[src/rtl/pixel_frame_loader.sv]
// pixel_frame_loader: packs one byte-streamed MNIST frame into a pixel vector,
// kicks the PU array with a one-cycle start, waits for done and hands the class
// result back over a valid/ready port.
// Optional watchdog on the WAIT state: define LOADER_TIMEOUT_EN.
module pixel_frame_loader #(
    parameter int NUM_PIX     = 62,
    parameter int PIX_W       = 8,
    parameter int CLASS_W     = 4,
    parameter int TIMEOUT_CYC = 4096
) (
    input  logic                     clk,
    input  logic                     rst,
    input  logic                     in_valid,
    input  logic [PIX_W-1:0]         in_data,
    input  logic                     in_last,
    output logic                     in_ready,
    output logic [NUM_PIX*PIX_W-1:0] pixels,
    output logic                     start_pu,
    input  logic                     net_done,
    input  logic [CLASS_W-1:0]       mnist_class,
    output logic                     res_valid,
    output logic [CLASS_W-1:0]       res_class,
    input  logic                     res_ready,
    output logic                     busy,
    output logic                     err_len,
    output logic                     err_timeout
);

    localparam int CW = (NUM_PIX > 1) ? $clog2(NUM_PIX) : 1;
    localparam logic [CW-1:0] LAST_IDX = CW'(NUM_PIX - 1);

    typedef enum logic [2:0] {LOAD, DRAIN, START, WAIT, HOLD} state_t;

    state_t        state, state_nxt;
    logic [CW-1:0] count;
    logic          wait_first;   // first WAIT cycle: PUs are still dropping ready
    logic          len_err;
    logic          capture;
    logic          timeout_hit;
    logic          wd_expired;

`ifdef LOADER_TIMEOUT_EN
    logic [15:0] wd;
    assign wd_expired = (wd == 16'(TIMEOUT_CYC - 1));
`else
    assign wd_expired  = 1'b0;
    assign err_timeout = 1'b0;
`endif

    assign busy = (state != LOAD) || (count != '0);

    // state register
    always_ff @(posedge clk or negedge rst) begin
        if (!rst) state <= LOAD;
        else      state <= state_nxt;
    end

    // next-state and handshake decode
    always_comb begin
        state_nxt   = state;
        in_ready    = 1'b0;
        start_pu    = 1'b0;
        res_valid   = 1'b0;
        len_err     = 1'b0;
        capture     = 1'b0;
        timeout_hit = 1'b0;
        case (state)
            LOAD: begin
                in_ready = 1'b1;
                if (in_valid) begin
                    if (count == LAST_IDX) begin
                        if (in_last) begin
                            state_nxt = START;
                        end else begin
                            len_err   = 1'b1;
                            state_nxt = DRAIN;
                        end
                    end else if (in_last) begin
                        len_err = 1'b1;
                    end
                end
            end
            DRAIN: begin
                in_ready = 1'b1;
                if (in_valid && in_last) state_nxt = LOAD;
            end
            START: begin
                start_pu  = 1'b1;
                state_nxt = WAIT;
            end
            WAIT: begin
                if (!wait_first && net_done) begin
                    capture   = 1'b1;
                    state_nxt = HOLD;
                end else if (wd_expired) begin
                    timeout_hit = 1'b1;
                    state_nxt   = HOLD;
                end
            end
            HOLD: begin
                res_valid = 1'b1;
                if (res_ready) state_nxt = LOAD;
            end
            default: state_nxt = LOAD;
        endcase
    end

    // frame packing, result capture and error pulses
    always_ff @(posedge clk or negedge rst) begin
        if (!rst) begin
            count      <= '0;
            pixels     <= '0;
            res_class  <= '0;
            err_len    <= 1'b0;
            wait_first <= 1'b0;
        end else begin
            err_len    <= len_err;
            wait_first <= (state == START);
            if (state == LOAD && in_valid) begin
                pixels[PIX_W*count +: PIX_W] <= in_data;
                count <= (in_last || count == LAST_IDX) ? '0 : count + 1'b1;
            end
            if (capture)          res_class <= mnist_class;
            else if (timeout_hit) res_class <= '1;
        end
    end

`ifdef LOADER_TIMEOUT_EN
    // watchdog: restarts on every WAIT entry
    always_ff @(posedge clk or negedge rst) begin
        if (!rst) begin
            wd          <= '0;
            err_timeout <= 1'b0;
        end else begin
            wd          <= (state == WAIT) ? wd + 16'd1 : 16'd0;
            err_timeout <= timeout_hit;
        end
    end
`endif

endmodule
[config.mk]
export PLATFORM = sky130hd
export DESIGN_NAME = pixel_frame_loader
export DESIGN_NICKNAME = d
export VERILOG_FILES = /design/src/rtl/pixel_frame_loader.sv
export SDC_FILE = /design/constraint.sdc
export NUM_CORES = 1
export LEC_CHECK = 0
export CAP_MARGIN = 30
export CORE_MARGIN = 5
export CORE_UTILIZATION = 49
export CTS_BUF_LIST = sky130_fd_sc_hd__clkbuf_8 sky130_fd_sc_hd__clkbuf_16
export DETAILED_ROUTE_END_ITERATION = 8
export MAX_ROUTING_LAYER = met4
export PLACE_DENSITY = 0.82
export RECOVER_POWER = 100
export SLEW_MARGIN = 15
export SYNTH_ARGS = -nofsm -noshare
export SYNTH_HDL_FRONTEND = slang
export SYNTH_SLANG_ARGS = --single-unit
[constraint.sdc]
create_clock -name clk -period 4.2 [get_ports clk]
set_input_delay 0.63 -clock clk [delete_from_list [all_inputs] [get_ports clk]]
set_output_delay 0.63 -clock clk [all_outputs]
set_load 0.02 [all_outputs]
==> results.json, run 1 <==
{
  "status": "finished with violations",
  "failed_checks": "capacitance limit, slew limit",
  "grt_overflow": 0,
  "antenna_found_initial": 0,
  "synth_nets": 1814,
  "grt_pass1_vias": 17100,
  "viasPerCell": 5.71,
  "yosysUniqueCellTypes": 59,
  "rsz0062_at_grt": "no",
  "powerDensity_nw_per_um2": 389,
  "die_area_sq_um": 45800,
  "drt-initial-drc-count": 1388,
  "peakVddDrop_mv": 0.375,
  "worstReg2RegStart": "count[1]",
  "cts_buffers": 51,
  "grt_usage": 0.308,
  "r2r-end": "pixels[9]",
  "mostFrequentLayoutCells": "dfrtp_1 (511), dlygate4sd3_1 (506), nand2_1 (386)",
  "cts_root_buf": "clkbuf_16",
  "clock_path_buffers": 3,
  "synth_top_family_by_area": "simple AND/OR/NAND/NOR gates",
  "hold_buffers": 0,
  "wl_mm": 70.0,
  "die_w_um": 214,
  "regArea_sq_um": 12800,
  "synth-edff-count": 0,
  "hp-class": "reg -> reg",
  "synth_top_flop_cell": "dfrtp_1",
  "synth-xor-area-share": 0.00344,
  "fin_util": 0.678,
  "finalSetupViolations": 0,
  "clk_latency_ns": 0.59,
  "drv_slew": 112,
  "die_height_um": 214,
  "critPathLaunchType": "flip-flop",
  "worstPathRequired_ns": 4.67,
  "cts-resized-gates": 0,
  "postCtsSetupBuffers": 0,
  "hold_viol_final": 0,
  "fin_skew_ns": 0.0241,
  "fin_nets": 2341,
  "grt_max_degree": 113,
  "vias": 16500,
  "hold_start": "pixels[260]",
  "synth-compound-area-share": 0.0870,
  "synth_cells": 1791,
  "min_period_ns": 3.91,
  "drive_gt1_frac": 0.143,
  "nFillCells": 2901,
  "syn-cell-area_sq_um": 20400,
  "multi_input_area_sq_um": 7130,
  "synthAdderAreaFrac": 0.00307,
  "seq_area_frac_synth": 0.627,
  "ios": 524,
  "grt_pass1_wl_mm": 107,
  "relSlewSlack": -0.959,
  "layout_commonest_cell": "dfrtp_1",
  "cts_tree": "yes",
  "cts.sinks": 511,
  "ys_async_sr_fraction": 1.00,
  "fmaxAchievable_mhz": 256,
  "fin_crit_sh": 0.932,
  "gp_congestion": 0.875,
  "hold_depth": 2,
  "clkTransAtPathRegs_ns": 0.06,
  "core_area_sq_um": 41000,
  "dr.pass1.iters": 6,
  "rrSetupSlack_ns": 0.29,
  "yosysWarningCount": 0,
  "hpwl_mm": 50.8,
  "critPathMaxFanout": 12,
  "route.detailed.drc": 0,
  "wire_per_inst_um": 24.2,
  "synthToLayoutAreaGrowth_pct": 36.4,
  "start_util": 0.497,
  "holdPathEnd": "pixels[260]",
  "worst_pin_slew_ns": 2.94,
  "antenna_left": 0,
  "worstRegToRegCells": 7,
  "path_class": "reg -> reg",
  "fin_setup_tns_ns": 0,
  "crit_arrival_ns": 4.39,
  "synth_seq_cells": 511,
  "htreeDepth": 2,
  "p_leak_nw": 14.2,
  "n_antenna_cell": 0,
  "synth_area_per_cell_sq_um": 11.4,
  "io_buffers": 522,
  "synth-simple-area-share": 0.130,
  "rows": 74,
  "critPathCaptureType": "flip-flop",
  "muxShareOfSynthArea": 0.125,
  "maxCapViolations": 1
}
[where the power goes]
group	total (mW)	internal (mW)	switching, mW
combinational	1.33	0.366	0.967
sequential	5.10	5.03	0.0701
clock	4.39	2.48	1.91
[per-layer routing]
layer  track usage  share of wire  vias up
li1              -              -     7236
met1         0.385           0.40     8295
met2         0.500           0.49      797
met3        0.0658          0.074      169
met4         0.113          0.043        0
met5             -              0        -
[kinds of logic after synthesis]
kind of cell / count (synthesis)
flip-flops: 511
XOR/XNOR: 8
AND/OR/NAND/NOR: 605
multiplexers: 227
other: 1
adder cells (fa/ha/maj): 5
AO/OA/AOI/OAI: 314
buffers and inverters: 120
[flip-flops by register name (all words and copies together) (netlist names)]
signal	cells
count	6
err_len	1
pixels	496
res_class	4
state	3
wait_first	1
[area by class of cell]
cell class	instances	share of cell area
Sequential cell	511	0.460
Multi-Input combinational cell	1160	0.257
Timing Repair Buffer	568	0.198
Clock buffer	62	0.0517
Tap cell	532	0.0239
Clock inverter	29	0.00639
Inverter	26	0.00351
[synth_stat cells, types with 4 or more instances]
master | instances | area share
dfrtp_1 | 511 | 0.63
nand2_1 | 383 | 0.071
o21ai_0 | 240 | 0.059
mux2_2 | 213 | 0.12
clkbuf_1 | 65 | 0.012
nor2_1 | 63 | 0.012
nand3_1 | 54 | 0.013
o31ai_1 | 42 | 0.015
inv_1 | 24 | 0.0044
nand4_1 | 20 | 0.0061
nor3_1 | 20 | 0.0049
and2_1 | 18 | 0.0055
buf_2 | 16 | 0.0039
mux2i_1 | 14 | 0.0069
and3_1 | 10 | 0.0031
o211ai_1 | 9 | 0.0033
buf_1 | 7 | 0.0013
a21oi_1 | 6 | 0.0015
buf_4 | 6 | 0.0022
ha_1 | 5 | 0.0031
nor2b_1 | 5 | 0.0015
xnor2_1 | 5 | 0.0021
a211oi_1 | 4 | 0.0015
[worst max-delay path, stage by stage, from the launching register on]
cell and delay [ns]:
dfrtp_1 0.51, or3_1 0.45, nor3_1 0.16, ha_1 0.42
clkinv_1 0.40, nor4_1 0.89, and3_1 0.57, mux2_2 0.39
[through the flow]
step	hold WS, ns	total power, mW	cell area, sq um	setup slack [ns]	cells
2_1_floorplan	0.334	5.85	20400	1.16	1791
3_3_place_gp	0.461	6.55	26300	0.334	2793
3_5_place_dp	0.466	6.57	26300	0.312	2795
4_1_cts	0.149	10.9	27900	0.340	2886
5_1_grt	0.501	11.2	27800	0.100	2888
6_report	0.471	10.8	27800	0.287	2888
[worst max-delay path by stage]
stage	from	to	slack [ns]	cells past startpoint
floorplan	count[2]	pixels[10]	1.16	11
CTS	count[1]	pixels[8]	0.34	7
global placement	in_valid	pixels[10]	0.33	5
global route	rst	pixels[10]	0.10	2
detailed placement	in_valid	pixels[8]	0.31	5
finish	count[1]	pixels[9]	0.29	7
(Power assumes the default switching activity.)
==> inputs of run 2 (changes only) <==
Clock period 4.2 ns to 4.48 ns, I/O delays scaled along.
==> run 2 against run 1 <==
Compared with the run above:
- the run still ends with capacitance limit, slew limit left
- hold slack gained 0.0046 ns
- first-iteration DRC count grew 0.58%
- die area unchanged
- clock skew increased by 0.0040 ns
- clock power shrank 1%
- largest power group unchanged
==> results.json, run 2 (synthesized netlist as in run 1, its figures left out) <==
{
  "status": "finished with violations",
  "failed_checks": "capacitance limit, slew limit",
  "clk_latency_ns": 0.59,
  "critPathTopFamily": "simple AND/OR/NAND/NOR gates",
  "grt_overflow": 0,
  "grt_max_degree": 116,
  "rrSetupSlack_ns": 0.35,
  "rsz0062_at_grt": "no",
  "powerDensity_nw_per_um2": 372,
  "grt_pass1_wl_mm": 108,
  "ios": 524,
  "r2r-end": "pixels[431]",
  "route.detailed.drc": 0,
  "clockPowerShare": 0.418,
  "postCtsSetupBuffers": 0,
  "grt_usage": 0.311,
  "cts_tree": "yes",
  "finalSetupViolations": 0,
  "crit_slowest_cell": "o31ai_1",
  "max_stage_delay_ns": 1.04,
  "critPathLaunchType": "flip-flop",
  "fin_setup_tns_ns": 0,
  "seqPwrFrac": 0.460,
  "start_util": 0.497,
  "worstReg2RegStart": "count[1]",
  "crit_chain": "inv_1 > ha_1 > and2b_1 > xnor2_1 > o31ai_1 > nand3_1 > mux2i_1",
  "layout_commonest_cell": "dfrtp_1",
  "wire_per_inst_um": 24.4,
  "largest_reg_flops": 496,
  "min_period_ns": 4.13,
  "worstPathRequired_ns": 4.96,
  "drive_gt1_frac": 0.147,
  "hold_viol_final": 0,
  "fin_util": 0.681,
  "regMostFlops": "pixels",
  "vias": 16600,
  "hold_buffers": 0,
  "critPathCaptureType": "flip-flop",
  "peakVddDrop_mv": 0.326,
  "p_leak_nw": 14.2,
  "synthToLayoutAreaGrowth_pct": 37.0,
  "drv_slew": 114,
  "cts_buffers": 51,
  "fin_skew_ns": 0.0281,
  "viasPerCell": 5.75,
  "cts_root_buf": "clkbuf_16",
  "critPathMaxFanout": 12,
  "die_height_um": 214,
  "gp_congestion": 0.914,
  "hold_start": "pixels[474]",
  "nFillCells": 2924,
  "timing.final.ws_setup_ns": 0.347,
  "relSlewSlack": -0.968,
  "grt_pass1_vias": 17300,
  "p_int_mw": 7.57,
  "dpl.cell_count": 2795,
  "die_w_um": 214,
  "wl_mm": 70.6,
  "switching_share": 0.271,
  "fin_crit_sh": 0.923,
  "drt-initial-drc-count": 1396,
  "design_area_sq_um": 27900,
  "rows": 74,
  "whs_ns": 0.476,
  "clkTransAtPathRegs_ns": 0.06,
  "die_area_sq_um": 45800,
  "crit_arrival_ns": 4.61,
  "maxCapViolations": 1,
  "total_power_mw": 10.4,
  "io_buffers": 522,
  "holdPathEnd": "pixels[474]",
  "final_cells": 2894,
  "core_area_sq_um": 41000,
  "hold_depth": 2,
  "hpwl_mm": 51.2,
  "p_comb_frac": 0.121,
  "n_antenna_cell": 0,
  "cts.sinks": 511,
  "pre_cts_ws_ns": 0.577,
  "htreeDepth": 2,
  "antenna_found_initial": 0,
  "largest_registers": "pixels x496, count x6, res_class x4",
  "p_sw_mw": 2.81,
  "dpl_cell_area_sq_um": 26300,
  "mostFrequentLayoutCells": "dfrtp_1 (511), dlygate4sd3_1 (506), nand2_1 (386)",
  "antenna_left": 0,
  "fmaxAchievable_mhz": 242,
  "worstRegToRegCells": 7,
  "fin_nets": 2344,
  "dr.pass1.iters": 5,
  "worst_pin_slew_ns": 2.95,
  "hp-class": "reg -> reg",
  "cts-resized-gates": 0,
  "critPathBufInv": 1,
  "path_class": "reg -> reg",
  "clock_path_buffers": 3
}
-- run 2: cell types whose count changed in the layout (fill, tap and decap cells not counted), moves of 2 or more --
cell | previous run | this run
inv_1 | 38 | 32
clkbuf_1 | 14 | 17
bufinv_16 | 1 | 3
clkinvlp_4 | 1 | 4
mux2_1 | 4 | 0
mux2_2 | 209 | 213
clkbuf_8 | 10 | 13
-- run 2: area by class of cell --
| type | instances | area [sq um] | share of cell area |
|---|---|---|---|
| Clock buffer | 65 | 1480 | 0.0530 |
| Inverter | 26 | 97.6 | 0.00349 |
| Tap cell | 532 | 666 | 0.0238 |
| Sequential cell | 511 | 12800 | 0.458 |
| Clock inverter | 29 | 243 | 0.00869 |
| Timing Repair Buffer | 571 | 5540 | 0.198 |
| Multi-Input combinational cell | 1160 | 7130 | 0.255 |
-- run 2: power by group through the flow --
stage / logic [mW] / clock network, mW / registers, mW
6_report: 1.26 / 4.34 / 4.78
5_1_grt: 1.34 / 4.60 / 4.79
4_1_cts: 1.30 / 4.39 / 4.78
3_5_place_dp: 1.30 / 0 / 4.87
3_3_place_gp: 1.27 / 0 / 4.86
2_1_floorplan: 0.503 / 0 / 4.98
-- run 2: tightest hold or removal path: cells and delay by family, from the launching register on --
kind / cells / cell delay [ns]
AO/OA/AOI/OAI: 1 / 0.06
flip-flops: 1 / 0.34
AND/OR/NAND/NOR: 1 / 0.04
-- run 2: how the worst max path moves through the flow --
| stage | start | endpoint | slack (ns) | depth (start not counted) |
|---|---|---|---|---|
| 6_report | count[1] | pixels[431] | 0.35 | 7 |
| 2_1_floorplan | count[2] | pixels[10] | 1.44 | 11 |
| 3_3_place_gp | in_valid | pixels[10] | 0.55 | 5 |
| 5_1_grt | count[1] | pixels[45] | 0.20 | 6 |
| 3_5_place_dp | in_valid | pixels[9] | 0.58 | 5 |
| 4_1_cts | count[0] | pixels[8] | 0.64 | 8 |
-- run 2: per-layer routing --
layer  part of all wire  vias up  global-route usage
li1                   -     7237                   -
met2               0.48      819               0.494
met5                  0        -                   -
met1               0.39     8425               0.391
met3              0.087      155              0.0808
met4              0.040        0               0.113
